<file path="src/rtl/lcd_ctrl.sv">
// Character-LCD write controller: CPU stores are queued in a small FIFO and replayed
// onto the parallel LCD bus with programmable setup, enable, hold and settle timing.
module lcd_ctrl #(
    parameter int unsigned FIFO_DEPTH = 8,
    parameter int unsigned SETUP_CYC  = 4,
    parameter int unsigned EN_CYC     = 12,
    parameter int unsigned HOLD_CYC   = 4,
    parameter int unsigned SHORT_WAIT = 2000,
    parameter int unsigned LONG_WAIT  = 82000
) (
    input  logic        i_clk,
    input  logic        i_reset,
    input  logic        i_wr_en,
    input  logic [31:0] i_wr_data,
    output logic [31:0] o_status,
    output logic [7:0]  o_lcd_data,
    output logic        o_lcd_rs,
    output logic        o_lcd_rw,
    output logic        o_lcd_en,
    output logic        o_lcd_on,
    output logic        o_busy
);

    localparam int unsigned PTR_W = (FIFO_DEPTH > 1) ? $clog2(FIFO_DEPTH) : 1;
    localparam int unsigned CNT_W = PTR_W + 1;
    localparam int unsigned MAX_A = (SETUP_CYC > EN_CYC) ? SETUP_CYC : EN_CYC;
    localparam int unsigned MAX_B = (HOLD_CYC > MAX_A) ? HOLD_CYC : MAX_A;
    localparam int unsigned MAX_C = (SHORT_WAIT > MAX_B) ? SHORT_WAIT : MAX_B;
    localparam int unsigned MAX_CYC = (LONG_WAIT > MAX_C) ? LONG_WAIT : MAX_C;
    localparam int unsigned TMR_W = $clog2(MAX_CYC + 1);

    typedef enum logic [2:0] {StIdle, StSetup, StPulse, StHold, StWait} state_e;

    state_e             state_q, state_d;
    logic [TMR_W-1:0]   tmr_q, tmr_d;
    logic [8:0]         mem [FIFO_DEPTH];
    logic [PTR_W-1:0]   rd_ptr_q, wr_ptr_q;
    logic [CNT_W-1:0]   count_q;
    logic               pend_q;
    logic [8:0]         pend_entry_q;
    logic               ovf_q;
    logic               on_q;
    logic [7:0]         data_q;
    logic               rs_q;
    logic               en_q;
    logic               full, empty, pop, push, drop, long_cmd;
    logic               unused_wr_bits;

    assign unused_wr_bits = ^i_wr_data[28:9];

    assign full  = (count_q == CNT_W'(FIFO_DEPTH));
    assign empty = (count_q == '0);
    // The FSM pops before the staged push lands, so a full FIFO still accepts a push
    // on the same edge that the head is consumed.
    assign push  = pend_q && (!full || pop);
    assign drop  = pend_q && full && !pop;

    // Clear and return-home need the long settle time on the controller side.
    assign long_cmd = !rs_q && ((data_q == 8'h01) || (data_q == 8'h02) || (data_q == 8'h03));

    // Stores are staged for one cycle before entering the FIFO.
    always_ff @(posedge i_clk or posedge i_reset) begin
        if (i_reset) begin
            pend_q       <= 1'b0;
            pend_entry_q <= '0;
            on_q         <= 1'b0;
            ovf_q        <= 1'b0;
        end else begin
            pend_q <= i_wr_en && !i_wr_data[30];
            if (i_wr_en) begin
                pend_entry_q <= i_wr_data[8:0];
                on_q         <= i_wr_data[31];
            end
            if (i_wr_en && i_wr_data[29]) begin
                ovf_q <= 1'b0;
            end else if (drop) begin
                ovf_q <= 1'b1;
            end
        end
    end

    always_ff @(posedge i_clk) begin
        if (push) begin
            mem[wr_ptr_q] <= pend_entry_q;
        end
    end

    always_ff @(posedge i_clk or posedge i_reset) begin
        if (i_reset) begin
            wr_ptr_q <= '0;
            rd_ptr_q <= '0;
            count_q  <= '0;
        end else begin
            if (push) begin
                wr_ptr_q <= wr_ptr_q + 1'b1;
            end
            if (pop) begin
                rd_ptr_q <= rd_ptr_q + 1'b1;
            end
            if (push && !pop) begin
                count_q <= count_q + 1'b1;
            end else if (pop && !push) begin
                count_q <= count_q - 1'b1;
            end
        end
    end

    always_comb begin
        state_d = state_q;
        tmr_d   = tmr_q;
        pop     = 1'b0;
        unique case (state_q)
            StIdle: begin
                if (!empty) begin
                    pop     = 1'b1;
                    state_d = StSetup;
                    tmr_d   = TMR_W'(SETUP_CYC - 1);
                end
            end
            StSetup: begin
                if (tmr_q == '0) begin
                    state_d = StPulse;
                    tmr_d   = TMR_W'(EN_CYC - 1);
                end else begin
                    tmr_d = tmr_q - 1'b1;
                end
            end
            StPulse: begin
                if (tmr_q == '0) begin
                    state_d = StHold;
                    tmr_d   = TMR_W'(HOLD_CYC - 1);
                end else begin
                    tmr_d = tmr_q - 1'b1;
                end
            end
            StHold: begin
                if (tmr_q == '0) begin
                    state_d = StWait;
                    tmr_d   = long_cmd ? TMR_W'(LONG_WAIT - 1) : TMR_W'(SHORT_WAIT - 1);
                end else begin
                    tmr_d = tmr_q - 1'b1;
                end
            end
            StWait: begin
                if (tmr_q == '0) begin
                    state_d = StIdle;
                end else begin
                    tmr_d = tmr_q - 1'b1;
                end
            end
            default: state_d = StIdle;
        endcase
    end

    // EN is registered so it is glitch-free and drops asynchronously with reset.
    always_ff @(posedge i_clk or posedge i_reset) begin
        if (i_reset) begin
            state_q <= StIdle;
            tmr_q   <= '0;
            data_q  <= '0;
            rs_q    <= 1'b0;
            en_q    <= 1'b0;
        end else begin
            state_q <= state_d;
            tmr_q   <= tmr_d;
            en_q    <= (state_d == StPulse);
            if (pop) begin
                {rs_q, data_q} <= mem[rd_ptr_q];
            end
        end
    end

    assign o_lcd_data = data_q;
    assign o_lcd_rs   = rs_q;
    assign o_lcd_rw   = 1'b0;
    assign o_lcd_en   = en_q;
    assign o_lcd_on   = on_q;
    assign o_busy     = (state_q != StIdle) || !empty;

    // Status reads as all-zero while reset is held, including the empty flag.
    assign o_status = i_reset ? 32'h0 :
                      {on_q, 22'h0, ovf_q, empty, full, o_busy, 5'(count_q)};

endmodule

</file>
<file path="config.mk">
export PLATFORM = sky130hd
export DESIGN_NAME = lcd_ctrl
export DESIGN_NICKNAME = d
export VERILOG_FILES = /design/src/rtl/lcd_ctrl.sv
export SDC_FILE = /design/constraint.sdc
export NUM_CORES = 1
export LEC_CHECK = 0
export CAP_MARGIN = 15
export CORE_MARGIN = 3
export CORE_UTILIZATION = 55
export CTS_BUF_LIST = sky130_fd_sc_hd__clkbuf_16
export CTS_CLUSTER_DIAMETER = 80
export DETAILED_ROUTE_END_ITERATION = 10
export PLACE_DENSITY = 0.8
export SLEW_MARGIN = 0
export SYNTH_ARGS = -nofsm -noshare
export SYNTH_HDL_FRONTEND = slang
export SYNTH_SLANG_ARGS = --single-unit
</file>
<file path="constraint.sdc">
create_clock -name i_clk -period 3.45 [get_ports i_clk]
set_input_delay 1.035 -clock i_clk [delete_from_list [all_inputs] [get_ports i_clk]]
set_output_delay 1.035 -clock i_clk [all_outputs]
set_load 0.01 [all_outputs]
</file>
==> flow_summary.yaml <==
timing:
  fmax_ghz: 0.2930
  finalClockSkew_ns: 0.01205
  timing.setup.tns_ns: 0
  tightest_slew_ns: 0.8966
  hold_violations: 0
  period_share: 0.9892
  finalCriticalPeriod_ns: 3.413
  rsz0062_at_grt: "false"
  finalMaxSlewViolations: 0
  slew_headroom: 0.4023
  setup_viol: 0
synth:
  synth_edf_count: 72
  synth-seq-cells: 124
  yosysSeqAreaShare: 0.6143
  async_flop_share: 0.4194
  netlist_area_mm2: 0.005638
  syn_inst: 409
  yosysWarnings: 0
  ys.flop_type: "edfxtp_1"
  synth.avg_cell_area_um2: 13.78
  synth.distinct_cells: 56
global_routing:
  grt_pass1_vias: 3577
  track_usage: 0.2177
  grt_pass1_wl_um: 18660
  grt_start_max_net_pins: 24
  overflow: 0
  antenna_found_initial: 0
power_and_ir_drop:
  p_per_area_mw_per_mm2: 793.2
  power.leakage_nw: 2.497
  total_power_w: 0.005278
  ir_drop_v: 0.0005179
setup_path:
  rr_worst_depth: 7
  crit_type: "in -> out"
  critPathLaunchType: "primary input"
  r2r_start: "tmr_q[0]"
  critPathMaxFanout: 6
  rrSetupSlack_ns: 0.73
  crit_start: "i_reset"
  crit_top_cell: "clkdlybuf4s50_1"
  worstReg2RegEnd: "tmr_q[3]"
  endpoint_kind: "primary output"
  cp_cell_sequence: "clkdlybuf4s50_1, buf_4, a21oi_1, clkdlybuf4s50_1"
  cp-endpoint: "o_status[5]"
  slowest_delay_ns: 0.56
  worstPathArrival_ns: 2.38
  cp.required_ns: 2.41
  slowest_stage: "clkdlybuf4s50_1"
floorplan:
  dieArea_mm2: 0.01150
  rows: 36
  initial_core_util: 0.5715
  num_io_pins: 80
  fp.dieH_um: 107.2
  die_w_um: 107.2
  coreArea_mm2: 0.009864
status:
  status: "complete, no violations"
clocking:
  cts_tree: "done"
  cts_sinks: 124
  ctsHtreeMaxLevel: 4
  cts_buffer_depth: 2
  clock_latency_ns: 0.42
  cts_made_buffers: 17
  path_clk_slew_ns: 0.06
  root_buffer: "clkbuf_16"
  hold_buffers: 0
route:
  wire_per_inst_um: 18.73
  first_pass_iters: 6
  dr_total_vias: 3500
  drcViolationCount: 0
  ant_nets: 0
  avgViaCountPerCell: 5.785
  totalWireLength_um: 11330
  drt_iter0_drc: 218
final_layout:
  regArea_mm2: 0.003463
  multi_input_area_mm2: 0.001978
  final_layout_size_suffix_gt1_frac: 0.1886
  nNetsFinal: 501
  antenna_cells: 0
  design_area_mm2: 0.006654
  syn_to_final_growth_pct: 18.02
  nFillCells: 674
flow_run:
  maxCapViolCount: 0
placed_design:
  dpl.hpwl_um: 7459
  post_dp_cell_area_mm2: 0.006087
  place_congestion: 0.8925
  port_buffers: 35
worst_hold_path:
  hp-class: "reg -> reg"
-- through the flow --
step                      std cells  worst slack (ns)    util  hold WS [ns]
after floorplan                 432            0.7237       -        0.4745
after global placement          573           0.08509  0.6171        0.4997
after detailed placement        573           0.05673  0.6171        0.5168
after CTS                       605           0.05653  0.6740        0.5272
after global routing            605           0.01153  0.6745        0.5500
final                           605           0.03731  0.6745        0.5220
-- layout by cell type, fill, tap and decap left out, drive strengths merged, types with 2 or more instances in the layout --
master,count
o221ai,2
or4,7
nor2,21
mux2,11
nor3,11
a31oi,4
and3,2
a211oi,3
buf,13
inv,17
a21oi,8
or2,3
a21o,3
clkinvlp,2
nor4,5
nand2b,5
nand3,4
nor2b,9
edfxtp,72
o41ai,4
ha,6
clkinv,4
nand2,36
o2111ai,2
clkdlybuf4s50,34
o31ai,5
or3,8
clkbuf,17
or4b,3
dfrtp,52
mux2i,9
o21ai,16
a2111oi,3
o211ai,4
xnor2,9
mux4,18
conb,24
-- sequential cells by signal, summed over array words and instances (netlist names) --
register      count
pend_q            1
o_lcd_en          1
tmr_q            17
mem              72
o_lcd_on          1
wr_ptr_q          3
state_q           3
count_q           4
rd_ptr_q          3
pend_entry_q      9
o_lcd_rs          1
o_lcd_data        8
ovf_q             1
-- per-layer routing --
| metal | global-route usage | share of wire |
|---|---|---|
| met1 | 0.2737 | 0.41 |
| met2 | 0.3579 | 0.51 |
| met4 | 0.09589 | 0.021 |
| met5 | 0 | 0 |
| met3 | 0.05539 | 0.061 |
-- area by class of cell --
cell class | count | share of cell area
Timing Repair Buffer | 48 | 0.06769
Multi-Input combinational cell | 259 | 0.2973
Clock inverter | 15 | 0.02050
Inverter | 9 | 0.005077
Tap cell | 133 | 0.02501
Sequential cell | 124 | 0.5205
Clock buffer | 17 | 0.06393
-- cell families after synthesis --
family          Yosys count  share of synthesized area
fa+ha+maj                 7                    0.01687
mux                      38                     0.1099
xor+xnor                 10                    0.01554
compound gates           63                    0.08234
buf+inv                  49                    0.05060
simple gates            117                     0.1099
other cells               1                  0.0006651
flops                   124                     0.6143
-- synthesized netlist by cell type (5+ instances only) --
cell type / count / area, µm²
or4_1: 7 / 52.55
edfxtp_1: 72 / 2162
xnor2_1: 9 / 78.83
buf_2: 6 / 30.03
nand2_1: 36 / 135.1
dfrtp_1: 52 / 1301
nor2_1: 20 / 75.07
ha_1: 6 / 75.07
nor4_1: 5 / 31.28
nor3_1: 10 / 50.05
buf_4: 25 / 187.7
clkbuf_1: 6 / 22.52
nor2b_1: 9 / 56.30
inv_1: 9 / 33.78
nand2b_1: 5 / 31.28
mux4_2: 18 / 405.4
mux2i_1: 9 / 90.09
a21oi_1: 8 / 40.04
mux2_2: 11 / 123.9
o31ai_1: 5 / 37.54
o21ai_0: 15 / 75.07
or3_1: 8 / 50.05
-- worst max-delay path, delay by kind of cell --
family	cells	cell delay (ns)
buf+inv	3	1.22
compound gates	1	0.13
-- where the power goes --
| part | switching [W] | internal [W] | leakage, nW |
|---|---|---|---|
| sequential | 0.000426 | 0.00187 | 1.29 |
| clock | 0.000689 | 0.00100 | 0.278 |
| combinational | 0.000581 | 0.000705 | 0.927 |
| total | 0.00170 | 0.00358 | 2.50 |
-- worst min-delay path by stage --
stage / from / end / slack [ns] / depth (start not counted)
global placement: tmr_q[0] / tmr_q[0] / 0.50 / 1
finish: o_lcd_on / o_lcd_on / 0.52 / 1
detailed placement: o_lcd_on / o_lcd_on / 0.52 / 1
floorplan: tmr_q[0] / tmr_q[0] / 0.47 / 1
global route: tmr_q[0] / tmr_q[0] / 0.55 / 1
CTS: tmr_q[0] / tmr_q[0] / 0.53 / 1
-- timing repair --
action	in CTS	in global routing
resized for setup	0	2
buffers inserted	0	0
setup endpoints to repair	0	2
Note: power is estimated with default switching activity, not from simulation.
